## src/rtl/shifter_operand_sequencer_if.sv

```systemverilog
// Handshake/bus bundle for shifter_operand_sequencer: instruction intake, register-file
// read port, shared barrel_shifter port and result output.
interface shifter_operand_sequencer_if #(
  parameter int RF_ADDR_W = 4
);
  logic                 in_valid;
  logic                 in_ready;
  logic [31:0]          in_instr;
  logic                 in_carry;
  logic                 rf_rd_en;
  logic [RF_ADDR_W-1:0] rf_addr;
  logic [31:0]          rf_rd_data;
  logic [31:0]          bs_data;
  logic [7:0]           bs_shift_value;
  logic [2:0]           bs_op_select;
  logic                 bs_carry_in;
  logic [31:0]          bs_result;
  logic                 bs_carry_out;
  logic                 out_valid;
  logic                 out_ready;
  logic [31:0]          out_operand;
  logic                 out_carry;
  logic                 out_illegal;

  modport slave (
    input  in_valid, in_instr, in_carry, rf_rd_data, bs_result, bs_carry_out, out_ready,
    output in_ready, rf_rd_en, rf_addr, bs_data, bs_shift_value, bs_op_select, bs_carry_in,
           out_valid, out_operand, out_carry, out_illegal
  );

  modport master (
    output in_valid, in_instr, in_carry, rf_rd_data, bs_result, bs_carry_out, out_ready,
    input  in_ready, rf_rd_en, rf_addr, bs_data, bs_shift_value, bs_op_select, bs_carry_in,
           out_valid, out_operand, out_carry, out_illegal
  );
endinterface

```

## src/rtl/shifter_operand_sequencer.sv

```systemverilog
// Sequences ARM data-processing shifter_operand decode: RF reads, barrel_shifter drive, result.
// Optional macro SHOPSEQ_BACK2BACK_EN: accept a new instruction straight out of DONE.
module shifter_operand_sequencer #(
  parameter int          RF_ADDR_W     = 4,
  parameter logic [31:0] ILLEGAL_VALUE = 32'h0
) (
  input  logic                         clk,
  input  logic                         rst_n,
  shifter_operand_sequencer_if.slave   io_bus
);

  localparam logic [2:0] OP_ROR = 3'b011;
  localparam logic [2:0] OP_RRX = 3'b100;

  typedef enum logic [2:0] {
    S_IDLE, S_RD_RM, S_RD_RS, S_LAST_RD, S_EXEC, S_DONE
  } state_t;

  state_t               r_state;
  logic                 r_regsh;
  logic                 r_c;
  logic [2:0]           r_op;
  logic [7:0]           r_shift;
  logic [RF_ADDR_W-1:0] r_rs_addr;
  logic [31:0]          r_rm;

  logic                 r_rf_rd_en;
  logic [RF_ADDR_W-1:0] r_rf_addr;
  logic [31:0]          r_bs_data;
  logic [7:0]           r_bs_shift;
  logic [2:0]           r_bs_op;
  logic                 r_bs_carry;
  logic                 r_out_valid;
  logic [31:0]          r_out_operand;
  logic                 r_out_carry;
  logic                 r_out_illegal;

  logic        w_in_ready;
  logic        w_accept;
  logic        w_illegal;
  logic        w_regsh;
  logic [2:0]  w_op;
  logic [7:0]  w_shift;
  logic [31:0] w_instr;
  logic        w_unused_bits;

  assign w_instr       = io_bus.in_instr;
  assign w_unused_bits = ^{w_instr[31:26], w_instr[24:12]};
  assign w_illegal     = !w_instr[25] && w_instr[4] && w_instr[7];
  assign w_regsh       = !w_instr[25] && w_instr[4] && !w_instr[7];

  // Special #0 encodings are folded into op/shift here so EXEC sees plain shifter controls.
  always_comb begin
    w_op    = {1'b0, w_instr[6:5]};
    w_shift = {3'b0, w_instr[11:7]};
    if (w_instr[25]) begin
      w_op    = OP_ROR;
      w_shift = {3'b0, w_instr[11:8], 1'b0};
    end else if (!w_instr[4] && (w_instr[11:7] == 5'd0)) begin
      case (w_instr[6:5])
        2'b00:   w_shift = 8'd0;
        2'b11: begin
          w_op    = OP_RRX;
          w_shift = 8'd1;
        end
        default: w_shift = 8'd32;
      endcase
    end
  end

`ifdef SHOPSEQ_BACK2BACK_EN
  assign w_in_ready = (r_state == S_IDLE) || ((r_state == S_DONE) && io_bus.out_ready);
`else
  assign w_in_ready = (r_state == S_IDLE);
`endif
  assign w_accept = io_bus.in_valid && w_in_ready;

  always_ff @(posedge clk or negedge rst_n) begin
    if (!rst_n) begin
      r_state       <= S_IDLE;
      r_regsh       <= 1'b0;
      r_c           <= 1'b0;
      r_op          <= 3'b0;
      r_shift       <= 8'b0;
      r_rs_addr     <= '0;
      r_rm          <= 32'b0;
      r_rf_rd_en    <= 1'b0;
      r_rf_addr     <= '0;
      r_bs_data     <= 32'b0;
      r_bs_shift    <= 8'b0;
      r_bs_op       <= 3'b0;
      r_bs_carry    <= 1'b0;
      r_out_valid   <= 1'b0;
      r_out_operand <= 32'b0;
      r_out_carry   <= 1'b0;
      r_out_illegal <= 1'b0;
    end else begin
      case (r_state)
        S_RD_RM: begin
          if (r_regsh) begin
            r_rf_addr <= r_rs_addr;
            r_state   <= S_RD_RS;
          end else begin
            r_rf_rd_en <= 1'b0;
            r_state    <= S_LAST_RD;
          end
        end
        S_RD_RS: begin
          r_rf_rd_en <= 1'b0;
          r_rm       <= io_bus.rf_rd_data;
          r_state    <= S_LAST_RD;
        end
        S_LAST_RD: begin
          r_bs_op <= r_op;
          if (r_regsh) begin
            r_bs_data  <= r_rm;
            r_bs_shift <= io_bus.rf_rd_data[7:0];
          end else begin
            r_bs_data  <= io_bus.rf_rd_data;
            r_bs_shift <= r_shift;
          end
          r_state <= S_EXEC;
        end
        S_EXEC: begin
          // A zero shift passes the operand through with the current C flag.
          if ((r_bs_shift == 8'd0) && (r_bs_op != OP_RRX)) begin
            r_out_operand <= r_bs_data;
            r_out_carry   <= r_c;
          end else begin
            r_out_operand <= io_bus.bs_result;
            r_out_carry   <= io_bus.bs_carry_out;
          end
          r_out_valid <= 1'b1;
          r_state     <= S_DONE;
        end
        S_DONE: begin
          if (io_bus.out_ready) begin
            r_out_valid <= 1'b0;
            r_state     <= S_IDLE;
          end
        end
        default: r_state <= S_IDLE;
      endcase

      // Accept overrides the DONE exit above when back-to-back issue is enabled.
      if (w_accept) begin
        r_c           <= io_bus.in_carry;
        r_bs_carry    <= io_bus.in_carry;
        r_op          <= w_op;
        r_shift       <= w_shift;
        r_regsh       <= w_regsh;
        r_rs_addr     <= RF_ADDR_W'(w_instr[11:8]);
        r_out_illegal <= w_illegal;
        if (w_instr[25]) begin
          r_bs_data  <= {24'b0, w_instr[7:0]};
          r_bs_op    <= w_op;
          r_bs_shift <= w_shift;
          r_state    <= S_EXEC;
        end else if (w_illegal) begin
          r_out_operand <= ILLEGAL_VALUE;
          r_out_carry   <= io_bus.in_carry;
          r_out_valid   <= 1'b1;
          r_state       <= S_DONE;
        end else begin
          r_rf_rd_en <= 1'b1;
          r_rf_addr  <= RF_ADDR_W'(w_instr[3:0]);
          r_state    <= S_RD_RM;
        end
      end
    end
  end

  assign io_bus.in_ready       = w_in_ready;
  assign io_bus.rf_rd_en       = r_rf_rd_en;
  assign io_bus.rf_addr        = r_rf_addr;
  assign io_bus.bs_data        = r_bs_data;
  assign io_bus.bs_shift_value = r_bs_shift;
  assign io_bus.bs_op_select   = r_bs_op;
  assign io_bus.bs_carry_in    = r_bs_carry;
  assign io_bus.out_valid      = r_out_valid;
  assign io_bus.out_operand    = r_out_operand;
  assign io_bus.out_carry      = r_out_carry;
  assign io_bus.out_illegal    = r_out_illegal;

endmodule
```

## src/flat_wrapper.sv

```systemverilog
// flat-port wrapper written by rule: the top's interface ports become plain ports
module shifter_operand_sequencer_flat 
#(
  parameter int          RF_ADDR_W     = 4,
  parameter logic [31:0] ILLEGAL_VALUE = 32'h0
)
  (clk, rst_n, io_bus_in_valid, io_bus_in_instr, io_bus_in_carry, io_bus_rf_rd_data, io_bus_bs_result, io_bus_bs_carry_out, io_bus_out_ready, io_bus_in_ready, io_bus_rf_rd_en, io_bus_rf_addr, io_bus_bs_data, io_bus_bs_shift_value, io_bus_bs_op_select, io_bus_bs_carry_in, io_bus_out_valid, io_bus_out_operand, io_bus_out_carry, io_bus_out_illegal);
  shifter_operand_sequencer_if #(.RF_ADDR_W(RF_ADDR_W)) io_bus_i ();
  input  logic clk;
  input  logic rst_n;
  input wire logic [$bits(io_bus_i.in_valid)-1:0] io_bus_in_valid;
  input wire logic [$bits(io_bus_i.in_instr)-1:0] io_bus_in_instr;
  input wire logic [$bits(io_bus_i.in_carry)-1:0] io_bus_in_carry;
  input wire logic [$bits(io_bus_i.rf_rd_data)-1:0] io_bus_rf_rd_data;
  input wire logic [$bits(io_bus_i.bs_result)-1:0] io_bus_bs_result;
  input wire logic [$bits(io_bus_i.bs_carry_out)-1:0] io_bus_bs_carry_out;
  input wire logic [$bits(io_bus_i.out_ready)-1:0] io_bus_out_ready;
  output wire logic [$bits(io_bus_i.in_ready)-1:0] io_bus_in_ready;
  output wire logic [$bits(io_bus_i.rf_rd_en)-1:0] io_bus_rf_rd_en;
  output wire logic [$bits(io_bus_i.rf_addr)-1:0] io_bus_rf_addr;
  output wire logic [$bits(io_bus_i.bs_data)-1:0] io_bus_bs_data;
  output wire logic [$bits(io_bus_i.bs_shift_value)-1:0] io_bus_bs_shift_value;
  output wire logic [$bits(io_bus_i.bs_op_select)-1:0] io_bus_bs_op_select;
  output wire logic [$bits(io_bus_i.bs_carry_in)-1:0] io_bus_bs_carry_in;
  output wire logic [$bits(io_bus_i.out_valid)-1:0] io_bus_out_valid;
  output wire logic [$bits(io_bus_i.out_operand)-1:0] io_bus_out_operand;
  output wire logic [$bits(io_bus_i.out_carry)-1:0] io_bus_out_carry;
  output wire logic [$bits(io_bus_i.out_illegal)-1:0] io_bus_out_illegal;
  assign io_bus_i.in_valid = io_bus_in_valid;
  assign io_bus_i.in_instr = io_bus_in_instr;
  assign io_bus_i.in_carry = io_bus_in_carry;
  assign io_bus_i.rf_rd_data = io_bus_rf_rd_data;
  assign io_bus_i.bs_result = io_bus_bs_result;
  assign io_bus_i.bs_carry_out = io_bus_bs_carry_out;
  assign io_bus_i.out_ready = io_bus_out_ready;
  assign io_bus_in_ready = io_bus_i.in_ready;
  assign io_bus_rf_rd_en = io_bus_i.rf_rd_en;
  assign io_bus_rf_addr = io_bus_i.rf_addr;
  assign io_bus_bs_data = io_bus_i.bs_data;
  assign io_bus_bs_shift_value = io_bus_i.bs_shift_value;
  assign io_bus_bs_op_select = io_bus_i.bs_op_select;
  assign io_bus_bs_carry_in = io_bus_i.bs_carry_in;
  assign io_bus_out_valid = io_bus_i.out_valid;
  assign io_bus_out_operand = io_bus_i.out_operand;
  assign io_bus_out_carry = io_bus_i.out_carry;
  assign io_bus_out_illegal = io_bus_i.out_illegal;
  shifter_operand_sequencer #(.RF_ADDR_W(RF_ADDR_W), .ILLEGAL_VALUE(ILLEGAL_VALUE)) u_core (.clk(clk), .rst_n(rst_n), .io_bus(io_bus_i));
endmodule
```

## config.mk

```make
export PLATFORM = sky130hd
export DESIGN_NAME = shifter_operand_sequencer_flat
export DESIGN_NICKNAME = d
export VERILOG_FILES = /design/src/rtl/shifter_operand_sequencer_if.sv /design/src/rtl/shifter_operand_sequencer.sv /design/src/flat_wrapper.sv
export SDC_FILE = /design/constraint.sdc
export NUM_CORES = 1
export LEC_CHECK = 0
export ABC_AREA = 1
export CORE_MARGIN = 5
export CORE_UTILIZATION = 50
export CTS_CLUSTER_SIZE = 20
export DETAILED_ROUTE_END_ITERATION = 12
export GPL_TIMING_DRIVEN = 0
export PLACE_DENSITY = 0.91
export SLEW_MARGIN = 5
export SYNTH_ARGS = -nofsm -noshare
export SYNTH_HDL_FRONTEND = slang
export SYNTH_SLANG_ARGS = --single-unit
```

## constraint.sdc

```tcl
create_clock -name clk -period 3.8 [get_ports clk]
set_clock_uncertainty 0.05 [all_clocks]
set_input_delay 0.57 -clock clk [delete_from_list [all_inputs] [get_ports clk]]
set_output_delay 0.57 -clock clk [all_outputs]
set_load 0.005 [all_outputs]
```

==> results of run 1 <==
[flip-flops by register name, indices dropped and copies added (netlist names), 4 cells and up]
name,cells
u_core.r_rm,32
u_core.r_shift,6
u_core.io_bus.bs_data,32
u_core.io_bus.rf_addr,4
u_core.io_bus.bs_shift_value,8
u_core.io_bus.out_operand,32
u_core.r_rs_addr,4
[worst paths after layout]
path / from / to / slack (ns) / cells after the start
worst min-delay path: rst_n / u_core.r_shift[2] / 0.03 / 1
min in group clk: u_core.r_rm[14] / u_core.r_rm[14] / 0.43 / 2
max in group asynchronous: rst_n / u_core.io_bus.bs_data[31] / 2.90 / 2
worst min register to register: u_core.r_rm[14] / u_core.r_rm[14] / 0.43 / 2
worst max register to register: u_core.io_bus.bs_shift_value[6] / u_core.io_bus.out_operand[11] / 1.95 / 6
worst max-delay path: u_core.r_state[0] / io_bus_in_ready / 1.55 / 3
[cell families (layout without fill, tap and decap cells)]
kind of cell / Yosys count / count (layout) / share of synthesized area, %
simple gates: 254 / 254 / 16.8
compound gates: 230 / 230 / 20.6
fa+ha+maj: 3 / 3 / 0.611
flops: 133 / 133 / 54.1
buf+inv: 102 / 300 / 7.90
[per-layer routing]
layer	GRT usage, %	vias to the layer above	wire length (um)
li1	-	2780	-
met1	34.9	2824	7870
met2	41.6	318	8900
met3	6.34	47	1690
met4	12.4	0	583
met5	0	-	0
[synth_stat cells, types with 7 or more instances]
| master | instances | area (um2) |
|---|---|---|
| a21oi_1 | 36 | 180 |
| nor2_1 | 48 | 180 |
| a31oi_1 | 12 | 75.1 |
| o21ai_1 | 32 | 160 |
| nand2_1 | 183 | 687 |
| o211ai_1 | 36 | 270 |
| dfrtp_1 | 133 | 3330 |
| inv_2 | 7 | 26.3 |
| inv_1 | 46 | 173 |
| buf_2 | 16 | 80.1 |
| nand3_1 | 7 | 35.0 |
| buf_6 | 10 | 113 |
| clkbuf_1 | 17 | 63.8 |
| o21ai_0 | 111 | 556 |
[worst max-delay path, cell delays in order (launching register included)]
cell and delay (ns):
dfrtp_1 0.37, buf_6 0.14, nor3_1 0.17, clkdlybuf4s50_1 0.52
[per-stage QoR]
stage	cell area, um2	setup slack (ns)	hold WS [ns]	instances
after floorplan	6150	2.31	0.224	722
after global placement	8000	-3.08	0.409	1036
after detailed placement	8030	1.55	0.416	1037
after CTS	8600	1.52	0.0369	1067
after global routing	8600	1.45	0.0573	1067
final	8600	1.55	0.0260	1067
[layout make-up]
cell class	instances	area [um2]
timing repair buffer	168	1700
clock buffer	26	499
sequential	133	3330
multi-input combinational	487	2330
tap	147	184
inverter	55	209
clock inverter	4	70.1
fill	857	3410
buffer	47	277
[report_power, final]
group          internal, uW  leakage, uW  switching (uW)
Combinational          1430      0.00198            1450
Clock                  1030     0.000280             578
Sequential             2110      0.00162             498
Total                  4560      0.00389            2530
==> results summary, run 1 <==
The part of the cycle the worst path needs is 59.2%. The synthesized netlist net count came out at 827. The critical path capture point type is a primary output.

The count of nets left with antenna violations after detail routing came out at 0. The cts-stage hold buffer count came out at 0. At the worst endpoint, the required time is 3.18 ns. Sequential elements use 54.1% of the synthesized area. The number of antenna violations at the first check in global routing is 0.

The die boundary width is 121 um. Setup repair after global routing left no endpoint under its margin. Counting along the longest clock path gives a buffer depth of 2. The chip height is 121 um. The number of sinks handled by clock tree synthesis came out at 133.

The boundary pin count is 187. Clock latency on the worst-skew pair, taken at its later pin, is 0.42 ns. The warning count from the yosys run is 0. The number of antenna diodes in the final layout is 0.

The leakage power summed over all cells is 0.00389 uW. In the synthesized netlist the dominant register cell turns out to be dfrtp_1. The global-route wire length before repair is 30,200 um. The floorplan has 40 rows.

The largest fanout on the critical path is 7. STA classifies the critical path startpoint as a flop. For this configuration, the core starts out at a cell density of 51.2%.

The area of the die is 14,600 um2. Input and output buffers added on the ports amount to 167. The top cell types in the final layout, fill and taps aside, are 183 x nand2_1, 166 x clkdlybuf4s50_1, 133 x dfrtp_1. The count of flip-flops with a built-in enable after synthesis came out at 0. The number of global-route vias before repair came out at 5,861. The total DRC errors in the routed layout is 0. The largest net degree at the start of global routing came out at 87. The tree is rooted in a clkbuf_16. The power per unit of standard cell area came out at 825 nW/um2. The type of the tightest min-delay check is in2async. The number of gates resized after cts came out at 0. Setup violations remaining at the end of the flow were counted as 0. The minimum clock period came out at 2.25 ns. Dividing the synthesized area by the synthesized cell count gives 8.52 um2. The number of H-tree levels came out at 4. For the pin with the worst max-slew slack, the measured transition is 0.592 ns. The final total negative setup slack came out at 0 ns. The pre-antenna-repair detailed-routing pass consisted of 5 iterations. The commonest non-fill, non-tap cell in the layout is nand2_1. The total setup buffers inserted after CTS came out at 0.

The flow ran to the end, and the final reports show no timing, DRC or antenna violations. The detail-routed net length per standard cell is 17.9 um. The final HPWL from detailed placement is 13,800 um. The leftover overflow at the end of global routing is 0.

The remaining max-slew budget at the tightest pin is 60.6%. The CTS clock-pin slew for the worst setup and hold paths came out at 0.06 ns. The number of synthesized register bits came out at 133. Cells with a size suffix above 1 make up 7.93% of the layout. The final-report hold violation count is 0. The core utilization of the finished layout is 71.6%. The maximum ir drop on the vdd rail is 0.375 mV. The number of buffers created by CTS came out at 17. The final weighted congestion in routability-driven placement is 0.874. The number of violations of the max-capacitance limit came out at 0. The synthesis-to-finish area growth is 39.9%. The final-stage net count came out at 1,014.

The first-iteration detailed-routing DRC count came out at 620. TritonCTS built the clock tree. The synthesized netlist contains 30 unique library cells. The maximum clock frequency is 444 MHz. The synthesized instance count came out at 722. The summed instance area of the synthesized netlist is 6150 um2. The critical path start-end classification is reg2out. The max-slew violation total from the final report came to 0. The detail-routed via count per cell came out at 5.59. After synthesis, the share of flip-flops with an asynchronous set or reset is 100%. The overall track demand over capacity in global routing came out at 26.6%. For this block, the via count after detailed routing is 5,969. The region available for standard cell placement spans 12,000 um2. For this block, the routed nets add up to 19,100 um of wire.

At the worst endpoint, the arrival time is 1.63 ns. The total power consumption of the routed design came out at 7090 uW.
(Power assumes the default switching activity.)
==> run 2: changes to the inputs <==
--- a/config.mk
+++ b/config.mk
@@ -7,11 +7,11 @@
 export LEC_CHECK = 0
 export ABC_AREA = 1
 export CORE_MARGIN = 5
-export CORE_UTILIZATION = 50
+export CORE_UTILIZATION = 43
 export CTS_CLUSTER_SIZE = 20
 export DETAILED_ROUTE_END_ITERATION = 12
 export GPL_TIMING_DRIVEN = 0
-export PLACE_DENSITY = 0.91
+export PLACE_DENSITY = 0.83
 export SLEW_MARGIN = 5
 export SYNTH_ARGS = -nofsm -noshare
 export SYNTH_HDL_FRONTEND = slang
==> constraint.sdc (replaced) <==
create_clock -name clk -period 2 [get_ports clk]
set_clock_uncertainty 0.05 [all_clocks]
set_input_delay 0.3 -clock clk [delete_from_list [all_inputs] [get_ports clk]]
set_output_delay 0.3 -clock clk [all_outputs]
set_load 0.005 [all_outputs]
==> run 2 against run 1 <==
Against the previous run: design area increased by 1.7%; total power increased by 95%; combinational power increased by 90%; first-iteration DRC count decreased by 7.4%; sequential share of layout area decreased by 0.64 points; non-clock buffer count increased by 1; worst setup slack got worse by 1.4 ns; die area increased by 15%; final cell count increased by 3.5%; routed wire length increased by 0.99%.
==> results summary, run 2 (synthesis gave the netlist of run 1 again) <==
The final weighted congestion in routability-driven placement came out at 0.848 (-3.0%). The CTS clock-pin slew for the worst setup and hold paths was 0.06 ns (about the same). The effective utilization at floorplan is 44.1% (-7.1 points). The leakage power summed over all cells is 0.00393 uW (+1.3%). TritonCTS built the clock tree. The library cells used most frequently in the layout, excluding fill and tap cells, are 183 x nand2_1, 165 x clkdlybuf4s50_1, 133 x dfrtp_1. The transition time of the tightest slew-check pin came to 0.672 ns (+0.0809 ns). The source-to-sink clock delay at the later pin of the worst-skew pair is 0.41 ns (about the same). The required time of the worst setup path is 2.25 ns (-0.93 ns).

The final cell area excluding filler cells was 8750 um2 (+1.7%). The global-route wire length before repair is 30,700 um (+1.9%). The placed cell area was 8070 um2 (+0.51%). The signal on the critical path passes through nor2_1 -> nand2_1 -> nor2_4 -> nand2_2 -> clkbuf_1 -> o21ai_0 -> o21ai_1. The critical path startpoint category is a flop. The total of endpoints with negative setup slack in the final report was 0 (unchanged). The count of nets left with antenna violations after detail routing is 0 (unchanged). The remaining max-slew budget at the tightest pin came out at 55.2% (-5.4 points).

The highest-delay cell along the critical path is dfrtp_1. The leftover overflow at the end of global routing came out at 0 (unchanged). The arrival time at the worst endpoint is 2.11 ns (+0.48 ns). The power per unit of standard cell area came to 1580 nW/um2 (+92%). The type of the tightest min-delay check is in2async. The run finished with clean final reports. The die boundary width is 130 um (+7.2%). The total number of vias came to 5,852 (-2.0%). The overall track demand over capacity in global routing is 23.5% (-3.1 points). The detail-routed via count per cell was 5.30 (-5.2%). The biggest cell delay along the critical path is 0.42 ns (-0.10 ns). The number of global-route vias before repair came out at 5,910 (+0.84%). The number of H-tree levels was 4 (unchanged).

The total DRC errors in the routed layout came out at 0 (unchanged). The maximum clock frequency came out at 536 MHz. The library cell used most frequently in the layout, excluding fill and tap cells, is nand2_1.

The largest net degree at the start of global routing is 86 (-1.1%). The share of post-route cells with drive strength above 1 is 8.78% (+0.84 points). The number of buffers created by CTS came to 17 (unchanged).

The number of inserted filler cells in the final layout came out at 1,188 (+39%). In this design, the largest share of critical-path delay is due to simple AND/OR/NAND/NOR gates. The final routed wirelength across all metal layers is 19,200 um (+0.99%).

The first-iteration detailed-routing DRC count came out at 574 (-7.4%). The number of buffers added on ports is 167 (unchanged). In the finished design, the share of the clock period the worst path needs comes to 93.3%. The boundary pin count was 187 (unchanged).

The routed design could run at a clock period as short as 1.87 ns. The maximum ir drop on the vdd rail came out at 0.691 mV (+84%). The cell sitting at the root of the clock tree is a clkbuf_16. The number of detailed-route iterations in the first pass was 5 (unchanged). The max-slew violation total from the final report came out at 0 (unchanged). The row count came to 43 (+7.5%). The final total negative setup slack came out at 0 ns (unchanged). The largest fanout on the critical path is 10 (+3). The total power consumption of the routed design is 13,900 uW (+95%). The number of violations of the max-capacitance limit is 0 (unchanged). The floorplan core area came out at 13,900 um2 (+16%). Setup repair after global routing left no endpoint under its margin. The synthesis-to-finish area growth came out at 42.2%.

The area of the die is 16,800 um2 (+15%). The buffer and inverter count on the worst path is 1 (-1). STA classifies the critical path endpoint as a flop. The worst setup path is of the reg2reg kind. The deepest clock path buffer count is 2 (unchanged). The number of antenna violations at the first check in global routing came out at 0 (unchanged). The detail-routed net length per standard cell came out at 17.4 um (-2.4%).

The chip height was 130 um (+7.2%). The number of sinks handled by clock tree synthesis was 133 (unchanged). The total setup buffers inserted after CTS came to 0 (unchanged).

The final-report hold violation count is 0 (unchanged). The final HPWL from detailed placement is 13,800 um (-0.25%). The final-stage net count came out at 1,015 (+0.099%).
[run 2: cell count changes in the layout (fill, tap and decap cells not counted), sizes merged]
cell           change
buf                -1
bufinv             +3
clkbuf             -5
clkdlybuf4s50      -1
clkinv             +3
clkinvlp           +2
diode              +1
dlygate4sd2        +1
dlygate4sd3        +1
[run 2: metrics by stage]
| stage | setup slack (ns) | utilization, % | hold WS (ns) | std cells |
|---|---|---|---|---|
| 2_1_floorplan | 0.622 | - | -0.0456 | 722 |
| 3_3_place_gp | -4.71 | 57.7 | 0.408 | 1069 |
| 3_5_place_dp | 0.0295 | 57.9 | 0.222 | 1070 |
| 4_1_cts | 0.114 | 62.7 | 0.357 | 1103 |
| 5_1_grt | 0.0669 | 62.7 | 0.391 | 1103 |
| 6_report | 0.134 | 62.8 | 0.346 | 1104 |
[run 2: layout make-up]
cell class              count  area (um2)  share of cell area, %
flip-flops and latches    133        3330                   38.1
multi-input cells         487        2330                   26.7
repair buffers            169        1710                   19.5
clock buffers              20         457                   5.22
plain buffers              47         279                   3.19
well taps                 180         225                   2.58
inverters                  55         209                   2.39
clock inverters            12         201                   2.30
diodes                      1        2.50                 0.0286
[run 2: per-layer routing]
metal / wire [um] / vias up / global-route usage (%) / part of all wire, %
met5: 0 / - / 0 / 0
met1: 8170 / 2766 / 31.7 / 42
met2: 8920 / 269 / 36.7 / 46
met4: 295 / 0 / 7.03 / 1.5
met3: 1850 / 22 / 7.21 / 9.6
li1: - / 2795 / - / -
[run 2: repair_timing]
action	CTS	global route
setup endpoints to repair	1	9
resized for setup	1	3
endpoints found under the hold margin	48	0
hold buffers	1	0
[run 2: report_power, final]
group          switching, uW  internal, uW
combinational           2750          2710
clock                   1180          2280
sequential               930          4000
[run 2: path summary, 6_finish.rpt]
| kind | from | end | slack [ns] | cells past startpoint |
|---|---|---|---|---|
| setup / recovery | u_core.io_bus.bs_shift_value[0] | u_core.io_bus.out_operand[8] | 0.13 | 7 |
| hold / removal | rst_n | u_core.r_shift[2] | 0.35 | 2 |
| setup reg to reg | u_core.io_bus.bs_shift_value[0] | u_core.io_bus.out_operand[8] | 0.13 | 7 |
| hold reg to reg | u_core.r_shift[3] | u_core.r_shift[3] | 0.43 | 2 |
| max in group asynchronous | rst_n | u_core.io_bus.bs_data[26] | 0.78 | 3 |
| min in group clk | io_bus_rf_rd_data[16] | u_core.r_rm[16] | 0.42 | 3 |
[run 2: worst reg2reg max path, delay by kind of cell (launching register included)]
kind,cells,cell delay (ns)
AO/OA/AOI/OAI,2,0.36
buffers and inverters,1,0.25
AND/OR/NAND/NOR,4,0.68
flip-flops,1,0.42
==> run 3: changes to the inputs <==
--- a/config.mk
+++ b/config.mk
@@ -8,7 +8,7 @@
 export ABC_AREA = 1
 export CORE_MARGIN = 5
 export CORE_UTILIZATION = 43
-export CTS_CLUSTER_SIZE = 20
+export CTS_CLUSTER_SIZE = 14
 export DETAILED_ROUTE_END_ITERATION = 12
 export GPL_TIMING_DRIVEN = 0
 export PLACE_DENSITY = 0.83
==> results of run 3 <==
Final layout, timing and power as in run 2 (identical DEF).
